**src/rtl/rfphoenix_branch_resolve_if.sv**
```systemverilog
// ============================================================================
// Module   : rfphoenix_branch_resolve_if
// Brief    : Branch-in, redirect-out, BHT lookup and statistics bundle for
//            the branch resolution stage.
// Revision : 1.0 - initial release
// ============================================================================
`default_nettype none

interface rfphoenix_branch_resolve_if #(
    parameter int AWID = 32
);
    logic            br_valid;
    logic            br_ready;
    logic            br_taken;
    logic [AWID-1:0] br_pc;
    logic [AWID-1:0] br_target;
    logic            br_pred_taken;
    logic [AWID-1:0] br_pred_target;

    logic            redirect_valid;
    logic [AWID-1:0] redirect_pc;
    logic            redirect_ack;
    logic            flush;

    logic [AWID-1:0] fetch_pc;
    logic            fetch_pred_taken;

    logic [31:0]     branch_cnt;
    logic [31:0]     mispredict_cnt;

    modport master (
        output br_valid, br_taken, br_pc, br_target, br_pred_taken, br_pred_target,
        output redirect_ack, fetch_pc,
        input  br_ready, redirect_valid, redirect_pc, flush, fetch_pred_taken,
        input  branch_cnt, mispredict_cnt
    );

    modport slave (
        input  br_valid, br_taken, br_pc, br_target, br_pred_taken, br_pred_target,
        input  redirect_ack, fetch_pc,
        output br_ready, redirect_valid, redirect_pc, flush, fetch_pred_taken,
        output branch_cnt, mispredict_cnt
    );
endinterface

`default_nettype wire

```
**src/rtl/rfphoenix_branch_resolve.sv**
```systemverilog
// ============================================================================
// Module   : rfphoenix_branch_resolve
// Brief    : Compares evaluated branches with their predictions, issues a held
//            redirect/flush on mispredict and trains a 2-bit counter BHT.
// Revision : 1.0 - initial release
// ============================================================================
`default_nettype none

module rfphoenix_branch_resolve #(
    parameter int AWID         = 32,
    parameter int INSN_BYTES   = 5,
    parameter int BHT_BITS     = 9,
    parameter int IDX_LSB      = 0,
    parameter int FLUSH_CYCLES = 2
) (
    input  logic                     clk,
    input  logic                     rst,
    rfphoenix_branch_resolve_if.slave bus
);

    localparam int BHT_ENTRIES = 1 << BHT_BITS;
    localparam int DW          = (FLUSH_CYCLES > 1) ? $clog2(FLUSH_CYCLES) : 1;
    localparam logic [DW-1:0] DRAIN_LAST = (FLUSH_CYCLES > 0) ? DW'(FLUSH_CYCLES - 1) : '0;
    localparam logic [1:0]    BHT_INIT   = 2'b01;

    typedef enum logic [1:0] {
        ST_INIT  = 2'd0,
        ST_IDLE  = 2'd1,
        ST_REDIR = 2'd2,
        ST_DRAIN = 2'd3
    } state_t;

    state_t              state_q, state_d;
    logic [BHT_BITS-1:0] sweep_q, sweep_d;
    logic [DW-1:0]       drain_q, drain_d;
    logic [AWID-1:0]     redirect_pc_q, redirect_pc_d;
    logic [31:0]         branch_cnt_q, branch_cnt_d;
    logic [31:0]         mispredict_cnt_q, mispredict_cnt_d;
    logic                fetch_pred_q, fetch_pred_d;

    logic [1:0]          bht_q [BHT_ENTRIES];

    logic [BHT_BITS-1:0] upd_idx;
    logic [BHT_BITS-1:0] look_idx;
    logic [1:0]          upd_old;
    logic [1:0]          upd_new;
    logic                mispredict;
    logic [AWID-1:0]     fallthrough_pc;

    logic                bht_we;
    logic [BHT_BITS-1:0] bht_waddr;
    logic [1:0]          bht_wdata;

    logic                unused_ok;

    assign upd_idx        = bus.br_pc[IDX_LSB +: BHT_BITS];
    assign look_idx       = bus.fetch_pc[IDX_LSB +: BHT_BITS];
    assign fallthrough_pc = bus.br_pc + AWID'(INSN_BYTES);
    assign unused_ok      = ^bus.fetch_pc;

    assign mispredict = (bus.br_taken != bus.br_pred_taken) ||
                        (bus.br_taken && (bus.br_target != bus.br_pred_target));

    always_comb begin
        upd_old = bht_q[upd_idx];
        upd_new = upd_old;
        if (bus.br_taken) begin
            if (upd_old != 2'b11) upd_new = upd_old + 2'b01;
        end else begin
            if (upd_old != 2'b00) upd_new = upd_old - 2'b01;
        end
    end

    always_comb begin
        state_d          = state_q;
        sweep_d          = sweep_q;
        drain_d          = drain_q;
        redirect_pc_d    = redirect_pc_q;
        branch_cnt_d     = branch_cnt_q;
        mispredict_cnt_d = mispredict_cnt_q;
        bht_we           = 1'b0;
        bht_waddr        = sweep_q;
        bht_wdata        = BHT_INIT;

        case (state_q)
            ST_INIT: begin
                bht_we    = 1'b1;
                bht_waddr = sweep_q;
                bht_wdata = BHT_INIT;
                sweep_d   = sweep_q + BHT_BITS'(1);
                if (sweep_q == '1) state_d = ST_IDLE;
            end
            ST_IDLE: begin
                if (bus.br_valid) begin
                    if (branch_cnt_q != 32'hFFFF_FFFF) branch_cnt_d = branch_cnt_q + 32'd1;
                    bht_we    = 1'b1;
                    bht_waddr = upd_idx;
                    bht_wdata = upd_new;
                    if (mispredict) begin
                        if (mispredict_cnt_q != 32'hFFFF_FFFF)
                            mispredict_cnt_d = mispredict_cnt_q + 32'd1;
                        redirect_pc_d = bus.br_taken ? bus.br_target : fallthrough_pc;
                        state_d       = ST_REDIR;
                    end
                end
            end
            ST_REDIR: begin
                if (bus.redirect_ack) begin
                    drain_d = '0;
                    state_d = (FLUSH_CYCLES > 0) ? ST_DRAIN : ST_IDLE;
                end
            end
            ST_DRAIN: begin
                if (drain_q == DRAIN_LAST) state_d = ST_IDLE;
                else                       drain_d = drain_q + DW'(1);
            end
            default: state_d = ST_INIT;
        endcase
    end

    // Lookup reads the array before this edge's update lands (read-before-write).
    always_comb begin
        fetch_pred_d = 1'b0;
        if (state_q != ST_INIT) fetch_pred_d = bht_q[look_idx][1];
    end

    always_ff @(posedge clk) begin
        if (rst) begin
            state_q          <= ST_INIT;
            sweep_q          <= '0;
            drain_q          <= '0;
            redirect_pc_q    <= '0;
            branch_cnt_q     <= '0;
            mispredict_cnt_q <= '0;
            fetch_pred_q     <= 1'b0;
        end else begin
            state_q          <= state_d;
            sweep_q          <= sweep_d;
            drain_q          <= drain_d;
            redirect_pc_q    <= redirect_pc_d;
            branch_cnt_q     <= branch_cnt_d;
            mispredict_cnt_q <= mispredict_cnt_d;
            fetch_pred_q     <= fetch_pred_d;
        end
    end

    always_ff @(posedge clk) begin
        if (!rst && bht_we) bht_q[bht_waddr] <= bht_wdata;
    end

    assign bus.br_ready         = (state_q == ST_IDLE);
    assign bus.redirect_valid   = (state_q == ST_REDIR);
    assign bus.flush            = (state_q == ST_REDIR) || (state_q == ST_DRAIN);
    assign bus.redirect_pc      = redirect_pc_q;
    assign bus.fetch_pred_taken = fetch_pred_q;
    assign bus.branch_cnt       = branch_cnt_q;
    assign bus.mispredict_cnt   = mispredict_cnt_q;

endmodule

`default_nettype wire

```
**src/flat_wrapper.sv**
```systemverilog
// flat-port wrapper written by rule: the top's interface ports become plain ports
module rfphoenix_branch_resolve_flat 
#(
    parameter int AWID         = 32,
    parameter int INSN_BYTES   = 5,
    parameter int BHT_BITS     = 9,
    parameter int IDX_LSB      = 0,
    parameter int FLUSH_CYCLES = 2
)
  (clk, rst, bus_br_valid, bus_br_taken, bus_br_pc, bus_br_target, bus_br_pred_taken, bus_br_pred_target, bus_redirect_ack, bus_fetch_pc, bus_br_ready, bus_redirect_valid, bus_redirect_pc, bus_flush, bus_fetch_pred_taken, bus_branch_cnt, bus_mispredict_cnt);
  rfphoenix_branch_resolve_if #(.AWID(AWID)) bus_i ();
  input  logic clk;
  input  logic rst;
  input wire logic [$bits(bus_i.br_valid)-1:0] bus_br_valid;
  input wire logic [$bits(bus_i.br_taken)-1:0] bus_br_taken;
  input wire logic [$bits(bus_i.br_pc)-1:0] bus_br_pc;
  input wire logic [$bits(bus_i.br_target)-1:0] bus_br_target;
  input wire logic [$bits(bus_i.br_pred_taken)-1:0] bus_br_pred_taken;
  input wire logic [$bits(bus_i.br_pred_target)-1:0] bus_br_pred_target;
  input wire logic [$bits(bus_i.redirect_ack)-1:0] bus_redirect_ack;
  input wire logic [$bits(bus_i.fetch_pc)-1:0] bus_fetch_pc;
  output wire logic [$bits(bus_i.br_ready)-1:0] bus_br_ready;
  output wire logic [$bits(bus_i.redirect_valid)-1:0] bus_redirect_valid;
  output wire logic [$bits(bus_i.redirect_pc)-1:0] bus_redirect_pc;
  output wire logic [$bits(bus_i.flush)-1:0] bus_flush;
  output wire logic [$bits(bus_i.fetch_pred_taken)-1:0] bus_fetch_pred_taken;
  output wire logic [$bits(bus_i.branch_cnt)-1:0] bus_branch_cnt;
  output wire logic [$bits(bus_i.mispredict_cnt)-1:0] bus_mispredict_cnt;
  assign bus_i.br_valid = bus_br_valid;
  assign bus_i.br_taken = bus_br_taken;
  assign bus_i.br_pc = bus_br_pc;
  assign bus_i.br_target = bus_br_target;
  assign bus_i.br_pred_taken = bus_br_pred_taken;
  assign bus_i.br_pred_target = bus_br_pred_target;
  assign bus_i.redirect_ack = bus_redirect_ack;
  assign bus_i.fetch_pc = bus_fetch_pc;
  assign bus_br_ready = bus_i.br_ready;
  assign bus_redirect_valid = bus_i.redirect_valid;
  assign bus_redirect_pc = bus_i.redirect_pc;
  assign bus_flush = bus_i.flush;
  assign bus_fetch_pred_taken = bus_i.fetch_pred_taken;
  assign bus_branch_cnt = bus_i.branch_cnt;
  assign bus_mispredict_cnt = bus_i.mispredict_cnt;
  rfphoenix_branch_resolve #(.AWID(AWID), .INSN_BYTES(INSN_BYTES), .BHT_BITS(BHT_BITS), .IDX_LSB(IDX_LSB), .FLUSH_CYCLES(FLUSH_CYCLES)) u_core (.clk(clk), .rst(rst), .bus(bus_i));
endmodule
```
**config.mk**
```make
export PLATFORM = sky130hd
export DESIGN_NAME = rfphoenix_branch_resolve_flat
export DESIGN_NICKNAME = d
export VERILOG_FILES = /design/src/rtl/rfphoenix_branch_resolve_if.sv /design/src/rtl/rfphoenix_branch_resolve.sv /design/src/flat_wrapper.sv
export SDC_FILE = /design/constraint.sdc
export NUM_CORES = 2
export LEC_CHECK = 0
export BUFFER_PORTS_ARGS = -buffer_cell sky130_fd_sc_hd__buf_4
export CORE_AREA = 3 3 365 367
export CTS_BUF_LIST = sky130_fd_sc_hd__clkbuf_8
export DETAILED_ROUTE_END_ITERATION = 12
export DIE_AREA = 0 0 368 370
export PLACE_DENSITY_LB_ADDON = 0.15
export SYNTH_ARGS = -nofsm -noshare
export SYNTH_HDL_FRONTEND = slang
export SYNTH_SLANG_ARGS = --single-unit
```
**constraint.sdc**
```tcl
create_clock -name clk -period 16.8 [get_ports clk]
set_input_delay 3.36 -clock clk [delete_from_list [all_inputs] [get_ports clk]]
set_output_delay 3.36 -clock clk [all_outputs]
set_load 0.01 [all_outputs]
```
==> load_flow_metrics.sql <==
INSERT INTO impl_metrics (metric_group, metric, value, unit) VALUES
('run_status', 'run_status', 'complete, no violations', ''),
('drt', 'vias', '31869', ''),
('grt', 'globalRouteOverflowTotal', '0', ''),
('run', 'cap_violations', '0', ''),
('timing', 'setup-violations-final', '0', ''),
('cells_and_area', 'layout_common_cells', 'sky130_fd_sc_hd__edfxtp_1, sky130_fd_sc_hd__nor2_1, sky130_fd_sc_hd__mux4_2', ''),
('clocking', 'tritoncts', 'built', ''),
('grt', 'groute.layer.met1.usage', '32.5', '%'),
('critical_path', 'slowest_stage', 'sky130_fd_sc_hd__buf_4', ''),
('clocking', 'cts_root_buf', 'sky130_fd_sc_hd__clkbuf_8', ''),
('synthesis', 'synth-seq-area-share', '63.5', '%'),
('synthesis', 'synth.ff_latch_count', '1133', ''),
('critical_path', 'path_cells', 'buf_8 > buf_4 > buf_4 > mux4_2 > a22o_1 > a221oi_1 > o22ai_1 > a211oi_1 > o32ai_1 > nand4_1 > nand3_4 > buf_4 > buf_4', ''),
('power_and_ir_drop', 'swShare', '23.5', '%'),
('critical_path', 'type_of_destination_of_the_critical_path', 'register', ''),
('timing', 'setup-tns-final', '0', 'ns'),
('critical_path', 'worst_setup_path_start_kind', 'input port', ''),
('floorplanning', 'floorplan.initialDensity', '40.0', '%'),
('placed_design', 'port_buffers', '210', ''),
('grt', 'grt.met2_usage', '36.6', '%'),
('placed_design', 'finalWeightedCongestion', '0.836', ''),
('drt', 'route.detailed.drc', '0', ''),
('critical_path', 'crit_path_frequent_cell', 'sky130_fd_sc_hd__buf_4', ''),
('clocking', 'h-tree-depth', '4', ''),
('timing', 'clock.fmax', '105', 'MHz'),
('power_and_ir_drop', 'p_comb_share', '4.9', '%'),
('grt', 'grt_antenna_before_repair', '2', ''),
('power_and_ir_drop', 'p_leak', '21.4', 'nW'),
('drt', 'route.final.wire_length', '158', 'mm'),
('timing', 'period_minus_slack', '9.56', 'ns'),
('clocking', 'ctsHoldBuffers', '0', ''),
('synthesis', 'synth_nets', '3511', ''),
('floorplanning', 'die_width', '368', 'um'),
('drt', 'vias_per_cell', '5.82', ''),
('clocking', 'cts.sink_count', '1133', ''),
('clocking', 'post-cts-setup-buffers', '0', ''),
('power_and_ir_drop', 'vdd_ir_drop_max', '71.1', 'uV'),
('synthesis', 'netlist_instances', '3367', ''),
('critical_path', 'setup.worst_path.class', 'in -> reg', ''),
('timing', 'hold_viol', '0', ''),
('synthesis', 'yosysUniqueCellTypes', '69', ''),
('synthesis', 'yosys_most_used_dff', 'sky130_fd_sc_hd__edfxtp_1', ''),
('worst_hold_path', 'hp-class', 'reg -> reg', ''),
('grt', 'groute.usage.overall', '23.0', '%'),
('floorplanning', 'number_of_placement_rows', '132', ''),
('cells_and_area', 'nets', '3734', ''),
('placed_design', 'dp.final_hpwl', '93.9', 'mm'),
('timing', 'worst-slew-pin-transition', '1.24', 'ns'),
('cells_and_area', 'area_growth', '13.0', '%'),
('floorplanning', 'total_die_area', '136000', 'sq um'),
('power_and_ir_drop', 'clock_power_share', '40.8', '%'),
('drt', 'drt-pass1-iter-count', '6', ''),
('clocking', 'clk_latency', '0.92', 'ns'),
('cells_and_area', 'layout_commonest_cell', 'sky130_fd_sc_hd__edfxtp_1', ''),
('grt', 'grt_start_max_net_pins', '237', ''),
('timing', 'relSlewSlack', '15.3', '%'),
('critical_path', 'path_max_fanout', '102', ''),
('timing', 'finalCritPeriodShare', '56.9', '%'),
('critical_path', 'critPathArrivalTime', '10.04', 'ns'),
('synthesis', 'synth-warning-count', '0', ''),
('grt', 'first_pass_grt_wire_length', '227', 'mm'),
('synthesis', 'synth_area', '51900', 'sq um'),
('clocking', 'cts_inserted_buffers', '189', ''),
('critical_path', 'max_stage_delay', '0.77', 'ns'),
('timing', 'finalWorstSetupSlack', '7.24', 'ns'),
('floorplanning', 'boundaryPins', '234', ''),
('synthesis', 'synth_enable_flop_cells', '1024', ''),
('critical_path', 'r2r_start', 'u_core.bht_q[140][1]', ''),
('grt', 'grt_most_used_layer', 'met2', ''),
('timing', 'unrepaired_setup_endpoints_after_global_routing', 'no', ''),
('drt', 'drtAntennaViolNets', '0', '');
-- power groups by stage --
stage	combinational [mW]	clock [mW]	sequential, mW
3_5_place_dp	0.273	0	3.09
4_1_cts	0.274	2.33	3.03
2_1_floorplan	0.156	0	3.09
3_3_place_gp	0.273	0	3.09
6_report	0.273	2.28	3.03
5_1_grt	0.285	2.46	3.03
-- through the flow --
stage	cell area (sq um)	power [mW]	utilization [%]	cells
3_5_place_dp	55100	3.36	42.5	5140
6_report	58600	5.58	45.1	5480
3_3_place_gp	55100	3.36	42.5	5140
4_1_cts	58600	5.64	45.1	5476
5_1_grt	58600	5.77	45.1	5478
2_1_floorplan	51900	3.25	-	3367
-- synthesized netlist by cell type, drive strengths merged (3+ instances only) --
library cell	number	area, sq um
edfxtp	1024	30700
nor2	676	2540
mux4	403	9130
nand2	168	631
clkbuf	161	604
dfxtp	109	2180
mux2i	107	1070
xnor2	87	762
buf	85	563
o21ai	59	295
nand3	51	255
a22oi	49	368
a21oi	42	214
nor3	36	180
xor2	35	307
nand4	29	181
inv	23	86.3
nor2b	18	113
nor4	16	100
a221oi	15	131
and3	15	93.8
mux2	15	169
and2	13	81.3
nand2b	11	68.8
o22ai	11	68.8
or3	11	68.8
a2111oi	10	95.1
a211oi	10	75.1
and4	10	87.6
ha	10	125
a31oi	8	50.1
a311oi	7	61.3
o31ai	6	45.0
a22o	4	35.0
o2111ai	3	26.3
-- path summary, 6_finish.rpt --
kind / to / slack [ns] / depth (start not counted)
max: u_core.bht_q[477][1] / 7.24 / 13
min: u_core.bus.redirect_pc[3] / 0.49 / 2
max reg2reg: u_core.bht_q[477][1] / 10.99 / 10
min reg2reg: u_core.bus.redirect_pc[3] / 0.49 / 2
-- routing by layer --
layer	part of all wire [%]	up-vias	wire, um
li1	-	13625	-
met1	42	16637	66700
met2	47	1352	74500
met3	7.8	255	12300
met4	2.8	0	4450
met5	0	-	0
-- area by class of cell --
cell class	count	area [sq um]
fillers	11597	71200
flip-flops and latches	1133	32900
multi-input cells	1965	17800
clock buffers	197	2710
well taps	1742	2180
repair buffers	278	2160
clock inverters	139	722
inverters	23	87.6
diodes	3	7.51
-- cell families (layout without fill, tap and decap cells) --
| family | count (synthesis) | in the layout | synth area share, % |
|---|---|---|---|
| AO/OA/AOI/OAI | 243 | 243 | 3.17 |
| XOR/XNOR | 122 | 122 | 2.06 |
| adder cells (fa/ha/maj) | 10 | 10 | 0.241 |
| buffers and inverters | 269 | 637 | 2.42 |
| flip-flops | 1133 | 1133 | 63.5 |
| multiplexers | 525 | 525 | 20.0 |
| other | 0 | 3 | 0 |
| AND/OR/NAND/NOR | 1065 | 1065 | 8.65 |
-- sequential cells by signal, indices dropped and copies added, names as in the netlist --
| name | flops |
|---|---|
| u_core.bus.redirect_pc | 32 |
| u_core.bus.branch_cnt | 32 |
| u_core.bus.fetch_pred_taken | 1 |
| u_core.bus.mispredict_cnt | 32 |
| u_core.sweep_q | 9 |
| u_core.drain_q | 1 |
| u_core.bht_q | 1024 |
| u_core.state_q | 2 |
-- worst max-delay path: cells and delay by family --
family | cells | cell delay, ns
buffers and inverters | 5 | 3.12
AOI/OAI and AO/OA | 5 | 1.73
and+or+nand+nor | 2 | 0.97
muxes | 1 | 0.59
Note: power is estimated with default switching activity, not from simulation.
